===== src/rtl/exec_unit.sv =====
// exec_unit: execute stage holding the register file, the operand-2 mux,
// a single-cycle ALU and an iterative shift-add multiplier with a
// valid/ready handshake so the control unit can stall while MUL runs.
module exec_unit #(
  parameter int DATA_WIDTH    = 32,
  parameter int ADDRESS_WIDTH = 5,
  parameter int CTRL_WIDTH    = 4
) (
  input  logic                     clk,
  input  logic                     rst,
  input  logic                     in_valid,
  output logic                     in_ready,
  input  logic [ADDRESS_WIDTH-1:0] AD1,
  input  logic [ADDRESS_WIDTH-1:0] AD2,
  input  logic [ADDRESS_WIDTH-1:0] AD3,
  input  logic [DATA_WIDTH-1:0]    ImmOp,
  input  logic                     RegWrite,
  input  logic [CTRL_WIDTH-1:0]    ALUctrl,
  input  logic                     ALUsrc,
  output logic                     EQ,
  output logic                     LT,
  output logic                     done,
  output logic [DATA_WIDTH-1:0]    a0
);

  localparam int NREG  = 1 << ADDRESS_WIDTH;
  localparam int SHW   = $clog2(DATA_WIDTH);
  localparam int A0_IX = 10;

  localparam logic [CTRL_WIDTH-1:0] OP_ADD  = CTRL_WIDTH'(0);
  localparam logic [CTRL_WIDTH-1:0] OP_SUB  = CTRL_WIDTH'(1);
  localparam logic [CTRL_WIDTH-1:0] OP_AND  = CTRL_WIDTH'(2);
  localparam logic [CTRL_WIDTH-1:0] OP_OR   = CTRL_WIDTH'(3);
  localparam logic [CTRL_WIDTH-1:0] OP_XOR  = CTRL_WIDTH'(4);
  localparam logic [CTRL_WIDTH-1:0] OP_SLL  = CTRL_WIDTH'(5);
  localparam logic [CTRL_WIDTH-1:0] OP_SRL  = CTRL_WIDTH'(6);
  localparam logic [CTRL_WIDTH-1:0] OP_SRA  = CTRL_WIDTH'(7);
  localparam logic [CTRL_WIDTH-1:0] OP_SLT  = CTRL_WIDTH'(8);
  localparam logic [CTRL_WIDTH-1:0] OP_SLTU = CTRL_WIDTH'(9);
  localparam logic [CTRL_WIDTH-1:0] OP_MUL  = CTRL_WIDTH'(10);

  typedef enum logic {IDLE, MUL} state_t;

  state_t                  state_reg, state_next;
  logic [DATA_WIDTH-1:0]   regs [NREG];
  logic [DATA_WIDTH-1:0]   rd1, rd2, op2, alu_result;
  logic [SHW-1:0]          shamt;
  logic                    accept, is_mul, mul_last;

  logic [DATA_WIDTH-1:0]    mcand_reg, mplier_reg, acc_reg, acc_next;
  logic [SHW-1:0]           cnt_reg;
  logic [ADDRESS_WIDTH-1:0] mrd_reg;
  logic                     mwe_reg;
  logic                     done_reg;

  logic                     wr_en;
  logic [ADDRESS_WIDTH-1:0] wr_addr;
  logic [DATA_WIDTH-1:0]    wr_data;

  // x0 always reads as zero regardless of storage contents
  assign rd1   = (AD1 == '0) ? '0 : regs[AD1];
  assign rd2   = (AD2 == '0) ? '0 : regs[AD2];
  assign op2   = ALUsrc ? ImmOp : rd2;
  assign shamt = op2[SHW-1:0];

  assign EQ       = (rd1 == op2);
  assign LT       = ($signed(rd1) < $signed(op2));
  assign in_ready = (state_reg == IDLE);
  assign accept   = in_valid && in_ready;
  assign is_mul   = (ALUctrl == OP_MUL);
  assign mul_last = (state_reg == MUL) && (cnt_reg == '0);
  assign acc_next = mplier_reg[0] ? acc_reg + mcand_reg : acc_reg;
  assign done     = done_reg;
  assign a0       = regs[A0_IX];

  // single-cycle ALU; unused encodings yield zero
  always_comb begin
    alu_result = '0;
    case (ALUctrl)
      OP_ADD:  alu_result = rd1 + op2;
      OP_SUB:  alu_result = rd1 - op2;
      OP_AND:  alu_result = rd1 & op2;
      OP_OR:   alu_result = rd1 | op2;
      OP_XOR:  alu_result = rd1 ^ op2;
      OP_SLL:  alu_result = rd1 << shamt;
      OP_SRL:  alu_result = rd1 >> shamt;
      OP_SRA:  alu_result = $unsigned($signed(rd1) >>> shamt);
      OP_SLT:  alu_result = {{(DATA_WIDTH-1){1'b0}}, LT};
      OP_SLTU: alu_result = {{(DATA_WIDTH-1){1'b0}}, (rd1 < op2)};
      default: alu_result = '0;
    endcase
  end

  // single write port: a completing MUL and a new single-cycle op never coincide
  always_comb begin
    wr_en   = 1'b0;
    wr_addr = AD3;
    wr_data = alu_result;
    if (accept && !is_mul) begin
      wr_en = RegWrite && (AD3 != '0);
    end else if (mul_last) begin
      wr_en   = mwe_reg && (mrd_reg != '0);
      wr_addr = mrd_reg;
      wr_data = acc_next;
    end
  end

  // one storage register per architectural register, cleared by reset
  generate
    for (genvar gi = 0; gi < NREG; gi++) begin : g_reg
      always_ff @(posedge clk or posedge rst) begin
        if (rst)
          regs[gi] <= '0;
        else if (wr_en && (wr_addr == ADDRESS_WIDTH'(gi)))
          regs[gi] <= wr_data;
      end
    end
  endgenerate

  // state register
  always_ff @(posedge clk or posedge rst) begin
    if (rst) state_reg <= IDLE;
    else     state_reg <= state_next;
  end

  // next-state logic: stay in MUL until the counter runs out
  always_comb begin
    state_next = state_reg;
    case (state_reg)
      IDLE:    if (accept && is_mul) state_next = MUL;
      MUL:     if (cnt_reg == '0)    state_next = IDLE;
      default: state_next = IDLE;
    endcase
  end

  // multiplier datapath: capture on accept, then one shift-add step per cycle
  always_ff @(posedge clk or posedge rst) begin
    if (rst) begin
      mcand_reg  <= '0;
      mplier_reg <= '0;
      acc_reg    <= '0;
      cnt_reg    <= '0;
      mrd_reg    <= '0;
      mwe_reg    <= 1'b0;
    end else if (accept && is_mul) begin
      mcand_reg  <= rd1;
      mplier_reg <= op2;
      acc_reg    <= '0;
      cnt_reg    <= SHW'(DATA_WIDTH - 1);
      mrd_reg    <= AD3;
      mwe_reg    <= RegWrite;
    end else if (state_reg == MUL) begin
      acc_reg    <= acc_next;
      mcand_reg  <= mcand_reg << 1;
      mplier_reg <= mplier_reg >> 1;
      cnt_reg    <= cnt_reg - 1'b1;
    end
  end

  // completion pulse, one cycle after the writing edge
  always_ff @(posedge clk or posedge rst) begin
    if (rst) done_reg <= 1'b0;
    else     done_reg <= (accept && !is_mul) || mul_last;
  end

endmodule

===== config.mk =====
export PLATFORM = sky130hd
export DESIGN_NAME = exec_unit
export DESIGN_NICKNAME = d
export VERILOG_FILES = /design/src/rtl/exec_unit.sv
export SDC_FILE = /design/constraint.sdc
export NUM_CORES = 2
export LEC_CHECK = 0
export ABC_CLOCK_PERIOD_IN_PS = 42700
export CAP_MARGIN = 20
export CORE_MARGIN = 5
export CORE_UTILIZATION = 41
export CTS_CLUSTER_SIZE = 20
export DETAILED_ROUTE_END_ITERATION = 6
export DONT_BUFFER_PORTS = 1
export PLACE_DENSITY = 0.57
export RECOVER_POWER = 25
export SLEW_MARGIN = 20
export SYNTH_ARGS = -nofsm -noshare
export SYNTH_HDL_FRONTEND = slang
export SYNTH_SLANG_ARGS = --single-unit

===== constraint.sdc =====
create_clock -name clk -period 42.7 [get_ports clk]
set_input_delay 10.675 -clock clk [delete_from_list [all_inputs] [get_ports clk]]
set_output_delay 10.675 -clock clk [all_outputs]
set_load 0.05 [all_outputs]

==> results_dict.tcl <==
set metrics [dict create \
    power_w 0.00294 \
    dr.pass1.iters 7 \
    largest_reg_flops 992 \
    syn_nets 7245 \
    final_cells 8937 \
    syn_area_mm2 0.0702 \
    place_congestion 0.995 \
    switching_power_w 0.000920 \
    holdPathStages 0 \
    path_clk_slew_ns 0.06 \
    fillers 16100 \
    clk_path_buf_depth 3 \
    core_area_mm2 0.170 \
    die_area_mm2 0.180 \
    place_ws_ns 15.37 \
    clkLatencyLatePin_ns 0.82 \
    cp.depth 16 \
    min_path_type "flip-flop to flip-flop" \
    layout_setup_ws_ns 13.88 \
    top_layer "met5" \
    power_frac_comb 0.192 \
    p_leak_nw 32.3 \
    yosysWarnings 0 \
    crit_family "compound AO/OA/AOI/OAI gates" \
    critical_path_class "primary input to primary output" \
    design_area_mm2 0.0754 \
    grt_antenna_before_repair 23 \
    peakVddDrop_v 0.0000466 \
    arrival_ns 18.14 \
    max_stage_delay_ns 1.06 \
    yosysTopAreaCellShare 0.404 \
    power_density_mw_per_mm2 38.9 \
    synthCells 7056 \
    hold_viol_final 0 \
    synth_area_leaders "dfrtp_1 40%, mux4_2 10%, mux2i_1 7.1%, nand2_1 5.7%, o21ai_0 5.2%" \
    finalClockSkew_ns 0.0457 \
    fmax_mhz 34.7 \
    setup.worst_path.start "AD2[0]" \
    met2_length_mm 123 \
    crit_chain "nor3_1 -> a211oi_1 -> a21oi_1 -> o31a_2 -> buf_4 -> ha_1 -> nor2b_1 -> o21ai_0 -> a21oi_1 -> o31a_1 -> a221oi_1 -> o21ai_0 -> a21oi_1 -> o21ai_0 -> xnor2_1 -> buf_4" \
    cts_tree "built" \
    syn_to_final_growth_pct 7.46 \
    drive_gt1_frac 0.161 \
    setup_viol 0 \
    synth-seq-cells 1133 \
    r2r_end "regs[637]" \
    ff2ff_path_depth 20 \
    num-nets-final 6794 \
    portBuffers 0 \
    grt_usage 0.303 \
    tightest_slew_ns 4.34 \
    cts.sinks 1133 \
    netSwitchingFraction 0.313 \
    r2r-start "a0[3]" \
    wl_per_cell_um 31.2 \
    slew_viol_final 967 \
    die_w_um 424 \
    grt_pass1_wl_mm 404 \
    crit_buf_inv 2 \
    post_cts_buffers 0 \
    synth_largest_area_cell "dfrtp_1" \
    dr.first_iter.drc_count 6820 \
    root_buffer "clkbuf_16" \
    p_clk_frac 0.405 \
    drc 0 \
    wl_met3_mm 26.3 \
    timing.slew.headroom -1.90 \
    cp-endpoint "LT" \
    regMostFlops "regs" \
    ff_latch_area_mm2 0.0284 \
    pin_count 92 \
    grt_max_degree 371 \
    avgSynthCellArea_um2 9.95 \
    intPower_w 0.00202 \
    required_ns 32.03 \
    multi_input_area_mm2 0.0382 \
    drtAntennaViolNets 0 \
    placed_cells 8683 \
    ys_seq_area_frac 0.404 \
    endpoint_kind "primary output" \
    pwr-share-seq 0.403 \
    synth_edf_count 0 \
    overflow 0 \
    status "finished, violations left" \
    path_max_fanout 370 \
    floorplan.rows 151 \
    postCtsResizedCells 0 \
    place_area_mm2 0.0709 \
    drt-met1-wl_mm 116 \
    start_util 0.413 \
    rsz0062_at_grt "false" \
    synthFlopType "dfrtp_1" \
    synthArstFlopShare 1.00 \
    finalCritPeriodShare 0.675 \
    post-route-min-period_ns 28.82 \
    die_h_um 424 \
    slowest_stage "nor3_1" \
    drv_cap 11 \
    r2r_slack_ns 35.23 \
    synth_cell_type_count 115 \
    vias_per_cell 6.49 \
    h-tree-depth 4 \
    violations "max-capacitance violations, max-slew violations" \
    first_global_vias 55700 \
    final.setup.tns_ns 0 \
    vias 58000 \
    hold_buffers 0 \
    cts_buffers 136 \
    routed_wl_mm 279 \
    startpoint_type "primary input" \
    dp.final_hpwl_mm 181 \
]
==> layout make-up <==
type                       count  share of cell area
clock buffer                 186              0.0509
antenna                       15            0.000498
sequential                  1133               0.376
tap                         2218              0.0368
inverter                     116             0.00587
clock inverter                51             0.00846
multi-input combinational   5066               0.506
timing repair buffer         152              0.0151
==> cells in the final DEF (no fill, tap or decap), types with 21 or more instances in the layout <==
cell type  count
or3_1         44
nor3_1        49
o21ai_0      730
nor4_1        45
a211oi_1      50
a221oi_1      21
buf_4        135
mux2_2       169
inv_1         94
nand3_1       78
nand2_2       29
a21o_1        34
and2_1        51
o211ai_1      32
a211o_1       33
mux2i_1      494
o31ai_1       70
clkbuf_16    137
nand2_1     1040
ha_1         130
dfrtp_1     1131
nor2b_1       31
nand4_1       21
o21ai_1       87
a22oi_1       63
xnor2_1       42
clkbuf_8      23
nor2_1       307
clkinv_2      21
o22ai_1       78
mux4_2       325
a21oi_2       36
o21bai_1      21
clkbuf_1      38
and3_1        40
mux2_4        30
o221ai_1     171
a21oi_1      319
o21ai_2       33
a22o_1        66
==> synth_stat cells, types with 30 or more instances <==
cell	count
dfrtp_1	1133
nand2_1	1071
o21ai_0	732
mux2i_1	495
clkbuf_1	427
mux4_2	325
a21oi_1	324
nor2_1	309
o221ai_1	171
mux2_2	169
ha_1	130
buf_2	114
inv_1	96
o21ai_1	87
o22ai_1	80
nand3_1	78
o31ai_1	74
a22o_1	66
buf_1	66
a22oi_1	65
and2_1	51
a211oi_1	50
nor3_1	50
buf_4	47
nor4_1	45
or3_1	45
xnor2_1	42
and3_1	41
clkbuf_2	41
buf_6	35
a21o_1	34
a21oi_2	34
nor2b_1	34
a211o_1	33
o211ai_1	32
o21ai_2	31
mux2_4	30
==> kinds of logic after synthesis <==
kind of cell,Yosys count,share of synthesized area
compound gates,2025,0.185
simple gates,1820,0.112
flops,1133,0.404
mux,1029,0.211
buf+inv,857,0.0570
fa+ha+maj,133,0.0240
xor+xnor,59,0.00736
==> metrics by stage <==
step,utilization,hold WS (ns)
after floorplan,-,0.445
after global placement,0.418,0.380
after detailed placement,0.418,0.387
after CTS,0.444,0.401
after global routing,0.444,0.409
final,0.444,0.397
==> power by group through the flow <==
stage / logic [W] / registers (W) / clock network, W
3_3_place_gp: 0.000540 / 0.00120 / 0
2_1_floorplan: 0.000413 / 0.00118 / 0
3_5_place_dp: 0.000544 / 0.00120 / 0
6_report: 0.000563 / 0.00118 / 0.00119
5_1_grt: 0.000599 / 0.00119 / 0.00125
4_1_cts: 0.000548 / 0.00118 / 0.00121
==> worst min-delay path by stage <==
stage                     slack [ns]          to       start
after global routing            0.41   regs[998]   regs[998]
after CTS                       0.40  regs[1022]  regs[1022]
after detailed placement        0.39  regs[1001]  regs[1001]
after floorplan                 0.45  regs[1001]  regs[1001]
final                           0.40  regs[1001]  regs[1001]
after global placement          0.38  regs[1004]  regs[1004]
==> worst reg2reg max path, stage by stage (launching register included) <==
cell	delay [ns]
dfrtp_1	0.71
mux2i_1	0.29
o22ai_1	0.12
a2111o_1	0.48
a41oi_4	0.40
buf_4	0.57
inv_2	0.04
buf_4	0.34
ha_1	0.41
a2111oi_0	0.62
a211oi_1	0.30
a221o_1	0.49
a41oi_1	0.64
o31ai_1	0.25
a21o_1	0.26
a21oi_1	0.18
xnor2_1	0.14
nor3_1	0.09
nor4_4	0.31
buf_4	0.42
o21ai_0	0.22
==> layer usage <==
layer,vias up,track usage
li1,25100,-
met4,8,0.126
met3,645,0.0730
met2,2895,0.461
met5,-,0
met1,29400,0.418
Note: power is estimated with default switching activity, not from simulation.
